File: config.mk
export PLATFORM = sky130hd
export DESIGN_NAME = clct_lut_fetch
export DESIGN_NICKNAME = d
export VERILOG_FILES = /design/src/rtl/clct_lut_fetch.sv
export SDC_FILE = /design/constraint.sdc
export NUM_CORES = 1
export LEC_CHECK = 0
export BUFFER_PORTS_ARGS = -buffer_cell sky130_fd_sc_hd__buf_4
export CAP_MARGIN = 25
export CORE_MARGIN = 2
export CORE_UTILIZATION = 35
export CTS_BUF_LIST = sky130_fd_sc_hd__clkbuf_16
export DETAILED_ROUTE_END_ITERATION = 12
export HOLD_SLACK_MARGIN = 0.06
export PLACE_DENSITY = 0.52
export SYNTH_ARGS = -nofsm -noshare
export SYNTH_HDL_FRONTEND = slang
export SYNTH_SLANG_ARGS = --single-unit
export TNS_END_PERCENT = 1
File: constraint.sdc
create_clock -name clock_i -period 2.6 [get_ports clock_i]
set_input_delay 0.13 -clock clock_i [delete_from_list [all_inputs] [get_ports clock_i]]
set_output_delay 0.13 -clock clock_i [all_outputs]
set_load 0.03 [all_outputs]
File: src/rtl/clct_lut_fetch.sv
// Request/response front end for the dual-port pattern lookup ROM: queues CLCT candidates, issues up to two
// lookups per cycle, realigns ROM data with side info and drains results in order. Optional macro: CLCT_LUT_STATS_EN.
module clct_lut_fetch #(
  parameter int MXPIDB = 4,
  parameter int MXCCB  = 8,
  parameter int MXADRB = 12,
  parameter int MXDATB = 9,
  parameter int MXKHSB = 8,
  parameter int DEPTH  = 4
) (
  input  logic              clock_i,
  input  logic              reset_n_i,
  input  logic              in_valid_i,
  output logic              in_ready_o,
  input  logic [MXPIDB-1:0] in_pid_i,
  input  logic [MXCCB-1:0]  in_ccode_i,
  input  logic [MXKHSB-1:0] in_khs_i,
  output logic [MXADRB-1:0] rom_adr0_o,
  output logic [MXADRB-1:0] rom_adr1_o,
  input  logic [MXDATB-1:0] rom_rd0_i,
  input  logic [MXDATB-1:0] rom_rd1_i,
  output logic              out_valid_o,
  input  logic              out_ready_i,
  output logic [MXPIDB-1:0] out_pid_o,
  output logic [MXKHSB-1:0] out_khs_o,
  output logic [MXDATB-1:0] out_lut_o
`ifdef CLCT_LUT_STATS_EN
  ,
  output logic [15:0]       lookup_count_o,
  output logic [15:0]       stall_count_o
`endif
);

  localparam int PW = (DEPTH > 1) ? $clog2(DEPTH) : 1;
  localparam int CW = PW + 1;

  logic [MXPIDB-1:0] fifo_pid_q [DEPTH];
  logic [MXCCB-1:0]  fifo_cc_q  [DEPTH];
  logic [MXKHSB-1:0] fifo_khs_q [DEPTH];
  logic [PW-1:0]     fifo_wr_q, fifo_rd_q, fifo_rd1;
  logic [CW-1:0]     fifo_cnt_q, fifo_cnt_d;

  logic [MXPIDB-1:0] ob_pid_q [DEPTH];
  logic [MXKHSB-1:0] ob_khs_q [DEPTH];
  logic [MXDATB-1:0] ob_lut_q [DEPTH];
  logic [PW-1:0]     ob_wr_q, ob_rd_q, ob_wr1;
  logic [CW-1:0]     ob_cnt_q, ob_cnt_d;

  logic [CW-1:0]     credit_q, credit_d;
  logic              v0_q, v1_q;
  logic [MXPIDB-1:0] pid0_q, pid1_q;
  logic [MXKHSB-1:0] khs0_q, khs1_q;

  logic              push, pop_out;
  logic [1:0]        n_issue;

  always_comb begin
    in_ready_o = reset_n_i && (fifo_cnt_q != CW'(DEPTH));
    push       = in_valid_i && in_ready_o;
    out_valid_o = (ob_cnt_q != '0);
    pop_out    = out_valid_o && out_ready_i;
    fifo_rd1   = fifo_rd_q + PW'(1);
    ob_wr1     = ob_wr_q + PW'(1);
    n_issue    = 2'd0;
    if (reset_n_i) begin
      if (fifo_cnt_q >= CW'(2) && credit_q >= CW'(2)) n_issue = 2'd2;
      else if (fifo_cnt_q != '0 && credit_q != '0)    n_issue = 2'd1;
    end
    rom_adr0_o = (n_issue != 2'd0) ? {fifo_pid_q[fifo_rd_q], fifo_cc_q[fifo_rd_q]} : '0;
    rom_adr1_o = (n_issue == 2'd2) ? {fifo_pid_q[fifo_rd1], fifo_cc_q[fifo_rd1]} : '0;
    fifo_cnt_d = fifo_cnt_q + CW'(push) - CW'(n_issue);
    credit_d   = credit_q - CW'(n_issue) + CW'(pop_out);
    ob_cnt_d   = ob_cnt_q + CW'(v0_q) + CW'(v1_q) - CW'(pop_out);
    out_pid_o  = out_valid_o ? ob_pid_q[ob_rd_q] : '0;
    out_khs_o  = out_valid_o ? ob_khs_q[ob_rd_q] : '0;
    out_lut_o  = out_valid_o ? ob_lut_q[ob_rd_q] : '0;
  end

  // Payload storage carries no reset; occupancy counts alone decide what is live.
  always_ff @(posedge clock_i) begin
    if (push) begin
      fifo_pid_q[fifo_wr_q] <= in_pid_i;
      fifo_cc_q[fifo_wr_q]  <= in_ccode_i;
      fifo_khs_q[fifo_wr_q] <= in_khs_i;
    end
    if (v0_q) begin
      ob_pid_q[ob_wr_q] <= pid0_q;
      ob_khs_q[ob_wr_q] <= khs0_q;
      ob_lut_q[ob_wr_q] <= rom_rd0_i;
    end
    if (v1_q) begin
      ob_pid_q[ob_wr1] <= pid1_q;
      ob_khs_q[ob_wr1] <= khs1_q;
      ob_lut_q[ob_wr1] <= rom_rd1_i;
    end
  end

  always_ff @(posedge clock_i) begin
    if (!reset_n_i) begin
      fifo_wr_q  <= '0;
      fifo_rd_q  <= '0;
      fifo_cnt_q <= '0;
      ob_wr_q    <= '0;
      ob_rd_q    <= '0;
      ob_cnt_q   <= '0;
      credit_q   <= CW'(DEPTH);
      v0_q       <= 1'b0;
      v1_q       <= 1'b0;
      pid0_q     <= '0;
      pid1_q     <= '0;
      khs0_q     <= '0;
      khs1_q     <= '0;
    end else begin
      if (push) fifo_wr_q <= fifo_wr_q + PW'(1);
      fifo_rd_q  <= fifo_rd_q + PW'(n_issue);
      fifo_cnt_q <= fifo_cnt_d;
      credit_q   <= credit_d;
      ob_wr_q    <= ob_wr_q + PW'(v0_q) + PW'(v1_q);
      if (pop_out) ob_rd_q <= ob_rd_q + PW'(1);
      ob_cnt_q   <= ob_cnt_d;
      // Side info rides alongside the ROM's one-cycle read register.
      v0_q       <= (n_issue != 2'd0);
      v1_q       <= (n_issue == 2'd2);
      pid0_q     <= fifo_pid_q[fifo_rd_q];
      khs0_q     <= fifo_khs_q[fifo_rd_q];
      pid1_q     <= fifo_pid_q[fifo_rd1];
      khs1_q     <= fifo_khs_q[fifo_rd1];
    end
  end

`ifdef CLCT_LUT_STATS_EN
  logic [15:0] lookup_q, lookup_d, stall_q, stall_d;
  logic [16:0] lookup_sum;

  always_comb begin
    lookup_sum = {1'b0, lookup_q} + 17'(n_issue);
    lookup_d   = lookup_sum[16] ? 16'hFFFF : lookup_sum[15:0];
    stall_d    = stall_q;
    if (out_valid_o && !out_ready_i && stall_q != 16'hFFFF) stall_d = stall_q + 16'd1;
  end

  always_ff @(posedge clock_i) begin
    if (!reset_n_i) begin
      lookup_q <= '0;
      stall_q  <= '0;
    end else begin
      lookup_q <= lookup_d;
      stall_q  <= stall_d;
    end
  end

  assign lookup_count_o = lookup_q;
  assign stall_count_o  = stall_q;
`endif

endmodule

* Word level (Yosys, flattened, before mapping)
Memories as Yosys holds them, arrays and structs flattened. A register that Yosys moved wholly into a read port is not among the register bits.
Cells that the tools add are included.
** Word-level totals
- Register bits :: 27
- Memory bits (writable) :: 164
- Input port bits :: 42
- Output and inout bits :: 47
- Logic and storage cells :: 68
- Memories kept :: 6
** Memories
- ob_lut_q :: words 4, width 9, read ports 1, clocked after memory_dff 1, wr ports 2, line 45 : logic [MXDATB-1:0] ob_lut_q [DEPTH];
- fifo_cc_q :: words 4, width 8, read ports 2, clocked after memory_dff 1, wr ports 1, line 38 : logic [MXCCB-1:0] fifo_cc_q [DEPTH];
- fifo_khs_q :: words 4, width 8, read ports 2, clocked after memory_dff 2, wr ports 1, line 39 : logic [MXKHSB-1:0] fifo_khs_q [DEPTH];
- ob_khs_q :: words 4, width 8, read ports 1, clocked after memory_dff 1, wr ports 2, line 44 : logic [MXKHSB-1:0] ob_khs_q [DEPTH];
- fifo_pid_q :: words 4, width 4, read ports 2, clocked after memory_dff 1, wr ports 1, line 37 : logic [MXPIDB-1:0] fifo_pid_q [DEPTH];
- ob_pid_q :: words 4, width 4, read ports 1, clocked after memory_dff 1, wr ports 2, line 43 : logic [MXPIDB-1:0] ob_pid_q [DEPTH];
** Cells by class
- Add/subtract/negate cells :: 14
- Magnitude comparators :: 2
- Eq/ne operators :: 2
- Mux-type cells :: 22
- Reduce and logical (&&, ||, !) cells :: 11
** Operator list (number)
- 2-to-1 mux 12 bit :: 2
- 2-to-1 mux 2 bit :: 10
- adder 3 x 1 -> 3 bit :: 4
- 2-to-1 mux 9 bit :: 1
- nonzero test 3 bit :: 3
- adder 2 x 1 -> 2 bit, second input constant :: 4
- 2-to-1 mux 8 bit :: 1
- 2-to-1 mux 1 bit :: 7
- >= comparator 3 x 2 -> 1 bit, second input constant :: 2
- subtractor 3 x 2 -> 3 bit :: 2
- logical AND 1 bit :: 5
- adder 2 x 1 -> 2 bit :: 2
- 2-to-1 mux 4 bit :: 1
- != test 3 bit, second input constant :: 1
- subtractor 3 x 1 -> 3 bit :: 1
- adder 2 bit :: 1
- == test 2 bit, second input constant :: 1
- zero test 1 bit :: 2
- nonzero test 2 bit :: 1

* Longest topological paths before layout
- Depth in word-level cells :: 7
- Mapped depth :: 10
- Depth with buffers taken out :: 9

* Worst setup path after synthesis
No wires, ideal clock.
- Kind :: register to register
- Start :: reg ob_wr_q[0]
- End :: mem ob_khs_q[0][0], enable pin
- Library setup time :: 428 ps
- Arrival time :: 2028 ps
- Data required time :: 2172 ps
- Setup slack :: 144 ps
- Stages on the path, launching flop included :: 3
- Buffers on the path :: 0
- Path through :: dfxtp_1 nand2b_1 o21ai_0
** RTL lines
- start: declaration :: line 46 : logic [PW-1:0] ob_wr_q, ob_rd_q, ob_wr1;
- start signal: assignment :: line 118 : ob_wr_q <= ob_wr_q + PW'(v0_q) + PW'(v1_q);
- end: declaration :: line 44

* Final worst setup path
- Start :: reg ob_cnt_q[1]
- End :: reg ob_cnt_q[2]
** Between the ends
- Cells in the longest elaborated chain, start to end :: 3
- Elaborated cells on any way between the ends :: 5
- Those cells by class :: add/sub (3); reduce/logical (2)
** RTL lines
- start: declaration :: line 47 : logic [CW-1:0] ob_cnt_q, ob_cnt_d;
- start signal: assignment :: line 120 : ob_cnt_q <= ob_cnt_d;
- adder 3 x 1 -> 3 bit / nonzero test 3 bit (equally long branches) :: line 73, 60
- adder 3 x 1 -> 3 bit / logical AND 1 bit (equally long branches) :: line 73, 61
- subtractor 3 x 1 -> 3 bit (*) :: line 73 : ob_cnt_d = ob_cnt_q + CW'(v0_q) + CW'(v1_q) - CW'(pop_out);
Mark *: on every way between the ends. The rest lies on a longest branch, timed or not.
A chain may end at the register's enable or synchronous reset.

==> flow_metrics.tcl <==
set metrics [dict create \
    antennaDiodeCount 0 \
    synth_cell_types 37 \
    clock_skew_ns 0.0186 \
    ant_nets 0 \
    yosysTopAreaCellShare 0.519 \
    fin_crit_ns 2.40 \
    dr.pass1.iters 4 \
    syn_area_per_cell_um2 16.7 \
    routed-via-count 5320 \
    cp-start-kind "flip-flop" \
    grtUsageTotal 0.147 \
    vias_per_cell 4.92 \
    place_inst 988 \
    setup_viol 0 \
    peakVddDrop_uv 594 \
    grt_max_degree 42 \
    clockBufferDepth 3 \
    crit_chain "or3_4 -> and2_1 -> ha_1 -> inv_1 -> fa_1 -> fa_1 -> xnor2_1 -> nor2_1" \
    max_freq_ghz 0.416 \
    end_kind "flip-flop" \
    post-route-period-util 0.925 \
    grt_pass1_vias 5927 \
    rsz0062_at_grt "no" \
    synth.largest_area_cell "edfxtp_1" \
    postCtsSetupBuffers 0 \
    synth-edff-count 164 \
    antenna_found_initial 0 \
    synth-main-ff-cell "edfxtp_1" \
    finalPower_uw 12100 \
    final-hold-violation-count 0 \
    drt_iter0_drc 315 \
    crit_arrival_ns 2.79 \
    slew-limit-headroom 0.391 \
    io_buffers 88 \
    initial_core_util 0.354 \
    final_cells 1081 \
    tightestPinTransition_ns 0.913 \
    die_area_um2 28400 \
    crit_family "adder cells" \
    cts_tree "done" \
    syn_nets 623 \
    synth_warnings 0 \
    drt-wirelength-per-cell_um 18.9 \
    p_leak_uw 0.00431 \
    ys_ff_latch 209 \
    yosys-top-cells-area "edfxtp_1, mux4_2, dfxtp_1" \
    routed_wl_um 20500 \
    drive_gt1_frac 0.381 \
    cts_buffers 24 \
    io_pins 89 \
    p_clk_frac 0.283 \
    crit_slowest_cell "or3_4" \
    die_h_um 169 \
    area_delta_synth_final_pct 25.3 \
    setup_ws_ns 0.196 \
    dp_slack_ns 0.193 \
    gp_congestion 0.717 \
    cap_violations 0 \
    p_int_uw 8240 \
    ys_seq_area_frac 0.614 \
    h-tree-depth 1 \
    crit_path_max_incr_delay_ns 0.39 \
    swShare 0.318 \
    power_per_cell_area_nw_per_um2 1020 \
    final_nets 778 \
    combPwrFrac 0.333 \
    crit_required_ns 2.99 \
    seqPwrFrac 0.384 \
    grt_remaining_overflow 0 \
    core.rowCount 60 \
    cp_max_fo 4 \
    fin_setup_tns_ns 0 \
    die_w_um 169 \
    clk-insertion-delay-late_ns 0.52 \
    grt_pass1_wl_um 32800 \
    drv_slew 0 \
    crit_type "flip-flop to flip-flop" \
    syn_area_um2 9480 \
    worst_path_most_repeated_cell "fa_1" \
    core_area_um2 26800 \
    path_clk_slew_ns 0.07 \
    async_reset_ff_frac 0 \
    root_buffer "clkbuf_16" \
    cp_num_buf_inv 1 \
    status "completed" \
    hp-class "input pin to flip-flop" \
    switchingPower_uw 3850 \
    synth_cells 567 \
    clkSinkCount 209 \
    drc 0 \
    dpl.hpwl_um 12800 \
]
## worst reg2reg max path: stages, from the launching register on
cell and delay, ns:
dfxtp_1 0.34, or3_4 0.39, and2_1 0.23, ha_1 0.30
inv_1 0.04, fa_1 0.37, fa_1 0.39, xnor2_1 0.17
nor2_1 0.05
## Yosys cell counts (2+ instances only)
library cell and count:
edfxtp_1 164, mux2_2 65, mux4_2 53, and2_1 48, dfxtp_1 45, nor2_1 32, mux2_1 23, inv_1 13
clkbuf_1 11, buf_2 10, ha_1 9, nor2b_1 9, xnor2_1 9, a211oi_1 8, and3_1 8, mux2i_1 8
a21oi_1 7, buf_4 7, fa_1 5, nand2_1 4, nand3_1 4, xor2_1 4, buf_6 3, buf_12 2
inv_2 2, nor3_1 2, o21ai_0 2
## power groups by stage
stage | combinational [uW] | sequential [uW] | clock (uW)
6_report | 4030 | 4640 | 3420
5_1_grt | 4380 | 4730 | 3650
4_1_cts | 4110 | 4650 | 3530
3_5_place_dp | 4000 | 4720 | 0
3_3_place_gp | 3940 | 4670 | 0
2_1_floorplan | 2960 | 4530 | 0
## final timing paths
path | from | to | slack [ns] | cells past startpoint
worst max-delay path | ob_cnt_q[1] | ob_cnt_q[2] | 0.20 | 8
worst min-delay path | in_valid_i | fifo_wr_q[1] | 0.20 | 6
worst max register to register | ob_cnt_q[1] | ob_cnt_q[2] | 0.20 | 8
worst min register to register | ob_rd_q[1] | ob_rd_q[1] | 0.55 | 2
## cells in the final DEF (no fill, tap or decap), types with 8 or more instances in the layout
cell type and instances:
dlygate4sd3_1 49, mux2_1 23, clkbuf_16 27, nor2_1 29, dfxtp_1 43, xnor2_1 9, nor2b_1 9, and2_1 48
buf_4 112, and3_1 8, a211oi_1 8, mux2i_1 8, edfxtp_1 164, mux4_2 53, mux2_2 65, ha_1 9
inv_1 15
## metrics by stage
| stage | area, um2 | util | hold slack, ns |
|---|---|---|---|
| floorplan | 9480 | - | 0.229 |
| global placement | 10600 | 0.394 | 0.328 |
| detailed placement | 10600 | 0.394 | 0.332 |
| CTS | 11900 | 0.443 | 0.176 |
| global route | 11900 | 0.444 | 0.199 |
| finish | 11900 | 0.444 | 0.204 |
## routing by layer
metal,vias up,track usage,wire length (um)
met1,2697,0.189,8980
met3,25,0.0248,805
met4,0,0.0371,401
li1,2485,-,-
met5,-,0,0
met2,113,0.261,10300
## cell type report
type                       instances  area, um2
fill                            2374      14900
sequential                       209       5830
multi-input combinational        310       3400
timing repair buffer             162       1350
clock buffer                      27        676
tap                              341        427
clock inverter                    17        150
inverter                          15       56.3
## cell families (layout without fill, tap and decap cells)
family                   count (synthesis)  in the layout  share of synthesized area
AND/OR/NAND/NOR                        111            111                     0.0645
AO/OA/AOI/OAI                           22             22                     0.0173
multiplexers                           149            149                      0.239
flip-flops                             209            209                      0.614
XOR/XNOR                                14             14                     0.0137
adder cells (fa/ha/maj)                 14             14                     0.0224
buffers and inverters                   48            221                     0.0289
## registers in the layout, indices dropped and copies added, names as in the netlist, named ones only
register,cells
credit_q,3
fifo_rd_q,2
ob_khs_q,32
pid1_q,4
khs1_q,8
pid0_q,4
ob_lut_q,36
v1_q,1
fifo_wr_q,2
fifo_cc_q,32
ob_rd_q,2
ob_wr_q,2
ob_pid_q,16
fifo_pid_q,16
fifo_khs_q,32
khs0_q,8
fifo_cnt_q,3
v0_q,1
ob_cnt_q,3
## repair_timing
item / 4_1_cts / 5_1_grt
endpoints found under the setup margin: 0 / 3
hold endpoints to repair: 120 / 0
resized for setup: 0 / 1
hold buffers: 49 / 0
Note: power is estimated with default switching activity, not from simulation.
